### src/rtl/led_status_ctrl.sv
// Shares the single status LED between a heartbeat source and NUM_REQ round-robin
// requesters; a grantee's N-pulse blink code is played out, followed by a dark gap and an ack.
module led_status_ctrl #(
    parameter int unsigned NUM_REQ    = 4,
    parameter int unsigned CODE_WIDTH = 4,
    parameter string       IS_DEBUG   = "false",
    parameter int unsigned ON_TICKS   = 2,
    parameter int unsigned OFF_TICKS  = 2,
    parameter int unsigned GAP_TICKS  = 8
) (
    input  logic                             i_clk,
    input  logic                             i_a_rst,
    input  logic                             i_heart_beat,
    input  logic [NUM_REQ-1:0]               i_req,
    input  logic [NUM_REQ*CODE_WIDTH-1:0]    i_code,
    output logic [NUM_REQ-1:0]               o_ack,
    output logic                             o_busy,
    output logic [$clog2(NUM_REQ)-1:0]       o_owner,
    output logic                             o_led
);

    localparam int unsigned RATE        = (IS_DEBUG == "true") ? 120 : 120_000_000;
    localparam int unsigned TICK_CYCLES = RATE / 8;
    localparam int unsigned PRW         = (TICK_CYCLES > 1) ? $clog2(TICK_CYCLES) : 1;
    localparam int unsigned TW          = $clog2(GAP_TICKS + 1);
    localparam int unsigned PW          = $clog2(NUM_REQ);

    typedef enum logic [1:0] {IDLE, ON, OFF, GAP} state_t;

    state_t                state, state_d;
    logic [PW-1:0]         ptr, ptr_d;
    logic [PW-1:0]         owner, owner_d;
    logic [CODE_WIDTH-1:0] pulse_cnt, pulse_d;
    logic [PRW-1:0]        presc, presc_d;
    logic [TW-1:0]         tick_cnt, tick_d;
    logic [NUM_REQ-1:0]    ack_d;

    logic [NUM_REQ-1:0]    rot, scan;
    logic                  found;
    logic [PW:0]           sum;
    logic [PW-1:0]         win, ptr_adv;
    logic [CODE_WIDTH-1:0] code_sel;
    logic                  tick_end, phase_end;
    logic [TW-1:0]         last_tick;

    // Round-robin search: rotate requests so ptr sits at bit 0, take the first set bit.
    always_comb begin
        rot   = (i_req >> ptr) | (i_req << (NUM_REQ - int'(ptr)));
        scan  = rot;
        found = 1'b0;
        sum   = '0;
        for (int i = 0; i < int'(NUM_REQ); i++) begin
            if (!found && scan[0]) begin
                found = 1'b1;
                sum   = {1'b0, ptr} + (PW+1)'(i);
            end
            scan = scan >> 1;
        end
        if (sum >= (PW+1)'(NUM_REQ)) begin
            sum = sum - (PW+1)'(NUM_REQ);
        end
        win      = sum[PW-1:0];
        ptr_adv  = (win == PW'(NUM_REQ - 1)) ? '0 : win + PW'(1);
        code_sel = CODE_WIDTH'(i_code >> (int'(win) * CODE_WIDTH));
    end

    always_comb begin
        state_d = state;
        ptr_d   = ptr;
        owner_d = owner;
        pulse_d = pulse_cnt;
        presc_d = presc;
        tick_d  = tick_cnt;
        ack_d   = '0;

        tick_end = (presc == PRW'(TICK_CYCLES - 1));
        unique case (state)
            ON:      last_tick = TW'(ON_TICKS - 1);
            OFF:     last_tick = TW'(OFF_TICKS - 1);
            default: last_tick = TW'(GAP_TICKS - 1);
        endcase
        phase_end = tick_end && (tick_cnt == last_tick);

        if (state != IDLE) begin
            if (tick_end) begin
                presc_d = '0;
                tick_d  = tick_cnt + TW'(1);
            end else begin
                presc_d = presc + PRW'(1);
            end
        end

        unique case (state)
            IDLE: begin
                if (found) begin
                    owner_d = win;
                    ptr_d   = ptr_adv;
                    if (code_sel == '0) begin
                        ack_d = NUM_REQ'(1) << win;
                    end else begin
                        state_d = ON;
                        pulse_d = code_sel;
                    end
                end
            end
            ON: begin
                if (phase_end) begin
                    pulse_d = pulse_cnt - CODE_WIDTH'(1);
                    state_d = (pulse_cnt > CODE_WIDTH'(1)) ? OFF : GAP;
                end
            end
            OFF: if (phase_end) state_d = ON;
            GAP: if (phase_end) state_d = IDLE;
            default: state_d = IDLE;
        endcase

        // Each phase starts from a clean prescaler and tick count.
        if (state_d != state) begin
            presc_d = '0;
            tick_d  = '0;
        end

        // Register the ack so it lands exactly in the final GAP cycle.
        if (state_d == GAP && tick_d == TW'(GAP_TICKS - 1) && presc_d == PRW'(TICK_CYCLES - 1)) begin
            ack_d = NUM_REQ'(1) << owner_d;
        end
    end

    always_ff @(posedge i_clk or posedge i_a_rst) begin
        if (i_a_rst) begin
            state     <= IDLE;
            ptr       <= '0;
            owner     <= '0;
            pulse_cnt <= '0;
            presc     <= '0;
            tick_cnt  <= '0;
            o_ack     <= '0;
        end else begin
            state     <= state_d;
            ptr       <= ptr_d;
            owner     <= owner_d;
            pulse_cnt <= pulse_d;
            presc     <= presc_d;
            tick_cnt  <= tick_d;
            o_ack     <= ack_d;
        end
    end

    assign o_busy  = (state != IDLE);
    assign o_owner = owner;

    // Heartbeat passes straight through while idle.
    always_comb begin
        o_led = i_heart_beat;
        unique case (state)
            ON:      o_led = 1'b1;
            OFF:     o_led = 1'b0;
            GAP:     o_led = 1'b0;
            default: o_led = i_heart_beat;
        endcase
    end

endmodule
### config.mk
export PLATFORM = sky130hd
export DESIGN_NAME = led_status_ctrl
export DESIGN_NICKNAME = d
export VERILOG_FILES = /design/src/rtl/led_status_ctrl.sv
export SDC_FILE = /design/constraint.sdc
export NUM_CORES = 1
export LEC_CHECK = 0
export BUFFER_PORTS_ARGS = -buffer_cell sky130_fd_sc_hd__buf_4
export CORE_MARGIN = 1
export CORE_UTILIZATION = 65
export DETAILED_ROUTE_END_ITERATION = 16
export GPL_ROUTABILITY_DRIVEN = 0
export MAX_ROUTING_LAYER = met4
export PLACE_DENSITY = 0.94
export RECOVER_POWER = 100
export SLEW_MARGIN = 5
export SYNTH_ARGS = -nofsm -noshare
export SYNTH_HDL_FRONTEND = slang
export SYNTH_SLANG_ARGS = --single-unit
### constraint.sdc
create_clock -name i_clk -period 5.2 [get_ports i_clk]
set_clock_uncertainty 0.15 [all_clocks]
set_input_delay 1.04 -clock i_clk [delete_from_list [all_inputs] [get_ports i_clk]]
set_output_delay 1.04 -clock i_clk [all_outputs]
set_load 0.01 [all_outputs]
Yosys cells after proc, flatten, opt, wreduce, memory -nomap -nowiden
Cells that the tools add are included.
- flip-flop bits (word level): 42
- latch bits: 0
- memory bits (writable): 0
- memory bits (read-only): 0
- bits of input ports: 23
- output and inout bits: 8
- logic and storage cells: 89
- memories: 0
- add/sub/neg operators: 9
- $mul: 0
- div/mod/pow operators: 0
- order comparisons: 2
- equality and inequality tests: 13
- shift-type cells: 5
- mux-type cells: 35
- bitwise logic cells: 1
- reductions and logical operators: 17
- operators with widths (operator ; count):
    two-way mux 24 bit ; 3
    equality test 24 bit, second input constant ; 2
    two-way mux 4 bit ; 10
    << shifter 4 x 32 -> 4 bit ; 1
    adder 24 x 1 -> 24 bit, second input constant ; 1
    two-way mux 2 bit ; 10
    right shift 16 x 4 -> 4 bit ; 1
    two-way mux 3 bit ; 4
    equality test 2 bit, second input constant ; 4
    case mux 2 bit (4 select lines) ; 1
    case mux 4 bit (2 select lines) ; 1
    << shifter 1 x 2 -> 4 bit, first input constant ; 2
    adder 2 x 2 -> 3 bit, second input constant ; 2
    logical AND 1 bit ; 6
    inequality test 2 bit, second input constant ; 3
    two-way mux 1 bit ; 5
    adder 4 x 1 -> 4 bit, second input constant ; 1
    equality test 4 x 3 -> 1 bit, second input constant ; 1
    equality test 4 bit ; 1
    > comparator 4 x 1 -> 1 bit, second input constant ; 1
    logical NOT 4 bit ; 1
    bitwise OR 4 bit ; 1
    AND reduction 4 bit ; 1
    nonzero test 2 bit ; 2
    other kinds (14) ; 17

Logic depth before layout (Yosys ltp)
Gate-level depths: netlist of run 1.
- word-level depth: 26
- depth in mapped cells: 13
- mapped depth without buffers: 11

Worst setup path after synthesis of run 1
No wires, ideal clock.
- kind: input -> register
- from: in i_req[3]
- to: reg o_ack[0]
- arrival time: 3.426 ns
- slack: 1.544 ns
- stages: 9
- buffers on the path: 0
- cells stage by stage: mux2i_2 o221ai_2 o21ba_4 nor3_4 inv_2 o221a_4 or4_4 a311oi_4 mux2i_1
- word-level cells in the longest chain between the ends: 25
- elaborated cells between the ends (all ways): 41
- RTL lines (item ; line ; text):
    from (decl) ; 14 ; input logic [NUM_REQ-1:0] i_req,
    << shifter 4 x 32 -> 4 bit / right shift 4 x 2 -> 4 bit (equally long branches) ; 48 ; rot = (i_req >> ptr) | (i_req << (NUM_REQ - int'(ptr)));
    bitwise OR 4 bit * ; 48 ;
    parallel branches: the longest is 22 deep, another holds >= comparator 3 bit ; -- ;
    two-way mux 4 bit * ; 124 ; if (state_d == GAP && tick_d == TW'(GAP_TICKS - 1) && presc_d == PRW'(TICK_CYCLES - 1)) begin
    named net ack_d[0] ; 36 ; logic [NUM_REQ-1:0] ack_d;
    to (signal assigned) ; 145 ; o_ack <= ack_d;
    to (decl) ; 16 ; output logic [NUM_REQ-1:0] o_ack,
Mark *: on every way through the listed nets, which the timed path passes.
A chain may end at the register's enable or synchronous reset.

Worst setup path in the final report of run 1
- from: reg ptr[0]
- to: reg o_ack[1]
- word-level cells in the longest chain between the ends: 26
- elaborated cells between the ends (all ways): 45
- RTL lines (item ; line ; text):
    from (decl) ; 31 ; logic [PW-1:0] ptr, ptr_d;
    from (signal assigned) ; 140 ; ptr <= ptr_d;
    parallel branches: the longest is 25 deep, another holds subtractor 3 x 2 -> 4 bit ; -- ;
    two-way mux 4 bit * ; 124 ;
    named net ack_d[1] ; 36 ;
Marks and branches as above.

==> metrics.cfg, run 1 <==
[place]
placed_cells = 475
placed_area_sq_um = 3702
hpwl_mm = 6.208
io_buffer_count = 30

[die]
pin_count = 31
die_w_um = 74.94
rows = 26
core-area_sq_um = 5107
die_h_um = 74.94
dieArea_sq_um = 5616
initial_utilization_pct = 67.71

[sta]
finalMaxSlewViolations = 43
post-route-period-util_pct = 89.27
fmax_ghz = 0.2154
tightestPinTransition_ns = 2.232
holdWs_ns = 0.4165
post-route-min-period_ns = 4.642
relSlewSlack_pct = -48.81
setup_viol = 0
finalHoldViolCount = 0
rsz0062_at_grt = false
fin_tns_setup_ns = 0

[clock_tree]
cts_max_level = 2
clk_latency_ns = 0.31
cts_sinks = 42
clk_pin_slew_ns = 0.09
cts_buffer_depth = 2
cts_made_buffers = 5
cts_tree = built
cts_root_buf = clkbuf_8
cts_setup_buffers = 0
cts_hold_buf = 0
cts_resized = 0

[cells_and_area]
final_cell_area_sq_um = 3777
final_nets = 448
insertedDiodeCount = 0
drive_gt1_share_pct = 13.08
final_common_cell = dfrtp_1
area_growth_pct = 9.226
mostFrequentLayoutCells = 42 x dfrtp_1, 32 x nor3_1, 27 x nor2_1
finalCoreUtilization_pct = 73.96
fin_cells = 483

[setup_path]
r2r_setup_slack_ns = 0.56
critical_path_arrival_ns = 4.70
path_max_fanout = 19
r2r_end = o_ack[1]
crit-reg2reg-launch = ptr[0]
worst-r2r-cell-count = 11
critPathLaunch = ptr[0]
end_kind = flip-flop
required_ns = 5.26
setup.worst_path.end = o_ack[1]
critPathLaunchType = flip-flop
worstSetupPathType = flip-flop to flip-flop

[routing]
final_antenna_net_count = 0
route.detailed.drc = 0
drtIter0Drc = 347
postRouteWirelength_mm = 8.619
first_pass_iters = 7
wl_per_cell_um = 17.84
dr_total_vias = 3264
via_per_inst = 6.758

[grt]
track_usage_pct = 33.40
overflow = 0
antenna_found_initial = 0
grt_max_degree = 43
grt_pass1_vias = 3102
grt_pass1_wl_mm = 13.88

[logic_synthesis]
synth_cell_types = 76
ys_ff_latch = 42
syn_nets = 429
synth_area_sq_um = 3458
synth_edf_count = 0
ys_seq_area_share_pct = 30.39
synth.avg_cell_area_sq_um = 8.800
synth_ff_type = dfrtp_1
ys_warn_count = 0
async_flop_share_pct = 100.0
synthCells = 393

[run_status]
status = complete, but fails checks
violations = max-capacitance violations, max-slew violations

[power]
powerDensity_nw_per_um2 = 490.3
leakagePower_nw = 1.600
ir_drop_v = 0.0004473

[min_path]
hold_class = flip-flop to flip-flop

[job]
cap_violations = 1

==> cell families after synthesis <==
| group | Yosys count | share of synthesized area [%] |
|---|---|---|
| buffers and inverters | 38 | 4.631 |
| muxes | 22 | 6.584 |
| DFF | 42 | 30.39 |
| adders and majority gates | 13 | 4.703 |
| and+or+nand+nor | 172 | 28.11 |
| xor gates and xnor gates | 31 | 7.851 |
| AOI/OAI and AO/OA | 75 | 17.73 |
==> synthesized netlist by cell type (all sizes together) (5+ instances only) <==
cell	instances	area share [%]
xor2	15	3.8
a31oi	5	0.90
o211ai	6	1.3
nand4	10	1.8
nand3	14	2.0
nor3	34	5.4
nand2b	5	0.90
nor4	9	1.6
a21oi	7	1.0
nand2	27	3.0
or2	8	1.4
clkbuf	17	1.8
ha	13	4.7
o21ai	14	2.0
dfrtp	42	30
mux2i	19	5.6
xnor2	16	4.1
o221ai	5	1.4
nor2	27	2.9
inv	16	1.7
==> area by class of cell <==
class,count,area [sq um]
fill,371,1330
clock buffer,5,68.82
clock inverter,3,68.82
tap,70,87.58
timing repair buffer,33,214.0
inverter,17,63.81
multi-input combinational,313,2223
sequential,42,1051
==> power by group <==
part           internal, mW  total (mW)  leakage (nW)  switching [mW]
combinational         0.430        1.08         0.975           0.654
sequential            0.378       0.454         0.557          0.0763
clock                 0.192       0.314        0.0683           0.122
total                  1.00        1.85          1.60           0.852
==> state kept, by name, summed over array words and instances, names as in the netlist <==
register and count:
tick_cnt 4, ptr 2, state 2, pulse_cnt 4, o_ack 4, presc 24, o_owner 2
==> through the flow <==
stage	setup slack, ns	power (mW)
2_1_floorplan	1.544	1.315
3_3_place_gp	1.175	1.495
3_5_place_dp	0.8905	1.547
4_1_cts	0.8615	1.862
5_1_grt	0.3039	1.970
6_report	0.5579	1.852
==> critical path, cell delays in order (launching register included) <==
cell      delay, ns
dfrtp_1        0.71
inv_1          0.20
ha_1           0.45
or2_0          0.23
o221ai_1       0.32
o21ba_1        0.36
nor3_4         0.27
inv_1          0.22
o221a_4        0.31
or4_4          0.48
a311oi_2       0.53
mux2i_1        0.30
==> per-layer routing <==
layer  track usage (%)  wire length (um)  part of all wire, %
met1             35.47              3308                   38
met2             58.16              4524                   52
met3             7.229               537                  6.2
met4             17.40               248                  2.9
met5                 -                 0                    0
==> worst min-delay path by stage <==
stage               cells past startpoint    startpoint           end
global route                            1  pulse_cnt[1]  pulse_cnt[1]
floorplan                               1  pulse_cnt[1]  pulse_cnt[1]
detailed placement                      1  pulse_cnt[1]  pulse_cnt[1]
CTS                                     1  pulse_cnt[1]  pulse_cnt[1]
finish                                  1  pulse_cnt[1]  pulse_cnt[1]
global placement                        1  pulse_cnt[1]  pulse_cnt[1]
Note: power is estimated with default switching activity, not from simulation.
==> run 2, diff against run 1 <==
- PLACE_DENSITY: 0.94 -> 0.87
==> run 2 against run 1 <==
The run still ends with max-capacitance violations, max-slew violations left. Global-route usage shrank 1.8 points. Cell area about the same. Wire length is 4.0% lower. Largest cell class unchanged. Largest power group unchanged. Highest routed layer unchanged.
==> metrics.cfg, run 2 (synthesis gave the netlist of run 1 again) <==
[die]
rows = 26
die_w_um = 74.94
initial_utilization_pct = 67.71
pin_count = 31
core-area_sq_um = 5107
dieArea_sq_um = 5616
die_h_um = 74.94

[cells_and_area]
mostFrequentLayoutCells = 42 x dfrtp_1, 31 x nor3_1, 27 x nor2_1
drive_gt1_share_pct = 13.32
final_nets = 448
final_common_cell = dfrtp_1
area_growth_pct = 9.117
insertedDiodeCount = 0
largest_reg_flops = 24
largest-register = presc

[power]
ir_drop_v = 0.0003675
leakagePower_nw = 1.601
powerDensity_nw_per_um2 = 484.1

[sta]
finalMaxSlewViolations = 43
tightestPinTransition_ns = 2.262
post-route-period-util_pct = 87.12
finalHoldViolCount = 0
rsz0062_at_grt = false
post-route-min-period_ns = 4.530
relSlewSlack_pct = -50.81
fmax_ghz = 0.2207
setup_viol = 0
fin_tns_setup_ns = 0
holdWs_ns = 0.3909

[setup_path]
critPathLaunchType = flip-flop
worstSetupPathType = flip-flop to flip-flop
worst-r2r-cell-count = 11
path_max_fanout = 19
required_ns = 5.26
critical_path_arrival_ns = 4.59
end_kind = flip-flop

[clock_tree]
cts_setup_buffers = 0
cts_root_buf = clkbuf_8
cts_resized = 0
cts_made_buffers = 5
cts_hold_buf = 0
cts_max_level = 2
cts_sinks = 42
clk_pin_slew_ns = 0.08
cts_buffer_depth = 2
cts_tree = built
clk_latency_ns = 0.30

[routing]
route.detailed.drc = 0
routed-wl-met3_um = 334
via_per_inst = 6.501
dr_total_vias = 3140
final_antenna_net_count = 0
met1_length_mm = 3.508
wl_per_cell_um = 17.14
drtIter0Drc = 240
highest_layer = met4
postRouteWirelength_mm = 8.278
route.met2.wl_mm = 4.186
first_pass_iters = 5

[run_status]
status = complete, but fails checks
violations = max-capacitance violations, max-slew violations

[job]
cap_violations = 1

[grt]
antenna_found_initial = 0
overflow = 0
grt_max_degree = 43
grt_pass1_wl_mm = 13.23
track_usage_pct = 31.59
grt_pass1_vias = 2957

[place]
io_buffer_count = 30
hpwl_mm = 6.001

[min_path]
worstHoldPathCells = 1
hold_class = flip-flop to flip-flop

## run 2: cell types whose count changed in the layout (fill, tap and decap cells not counted)
cell,delta
nor3_1,-1
nor3_2,+1
o221a_2,+1
o221a_4,-1
## run 2: per-layer routing
metal  vias to the layer above  track usage (%)
met5                         -                -
met4                         0            13.00
met3                        32            5.756
met2                       112            54.35
met1                      1497            36.19
li1                       1499                -
## run 2: worst max-delay path, stage by stage, from the launching register on
cell      delay (ns)
dfrtp_1         0.69
inv_1           0.20
ha_1            0.43
or2_0           0.20
o221ai_1        0.34
o21ba_1         0.36
nor3_4          0.26
inv_1           0.21
o221a_2         0.33
or4_4           0.49
a311oi_2        0.52
mux2i_1         0.25
## run 2: power by group
| group | internal (mW) | switching, mW | leakage [nW] |
|---|---|---|---|
| sequential | 0.378 | 0.0749 | 0.557 |
| combinational | 0.426 | 0.634 | 0.975 |
| clock | 0.192 | 0.121 | 0.0683 |
| total | 0.997 | 0.830 | 1.60 |
## run 2: final timing paths
| path | start | to | slack [ns] |
|---|---|---|---|
| max | ptr[0] | o_ack[3] | 0.67 |
| min in group asynchronous | i_a_rst | presc[13] | 1.41 |
| max reg2reg | ptr[0] | o_ack[3] | 0.67 |
| max in group asynchronous | i_a_rst | tick_cnt[1] | 2.18 |
| min reg2reg | pulse_cnt[1] | pulse_cnt[1] | 0.39 |
| min | pulse_cnt[1] | pulse_cnt[1] | 0.39 |
## run 2: per-stage QoR
step / std cells / power, mW / cell area [sq um] / setup slack [ns] / util, %
after floorplan: 393 / 1.315 / 3458 / 1.544 / -
after global placement: 475 / 1.510 / 3702 / 1.152 / 72.49
after detailed placement: 475 / 1.541 / 3702 / 1.032 / 72.49
after CTS: 483 / 1.856 / 3840 / 0.9920 / 75.18
after global routing: 483 / 1.959 / 3774 / 0.3392 / 73.89
final: 483 / 1.827 / 3774 / 0.6698 / 73.89
## run 2: cell type report
cell class                      count  area, sq um
Multi-Input combinational cell    313         2220
Fill cell                         410         1334
Sequential cell                    42         1051
Timing Repair Buffer               33        214.0
Tap cell                           70        87.58
Clock buffer                        5        68.82
Clock inverter                      3        68.82
Inverter                           17        63.81
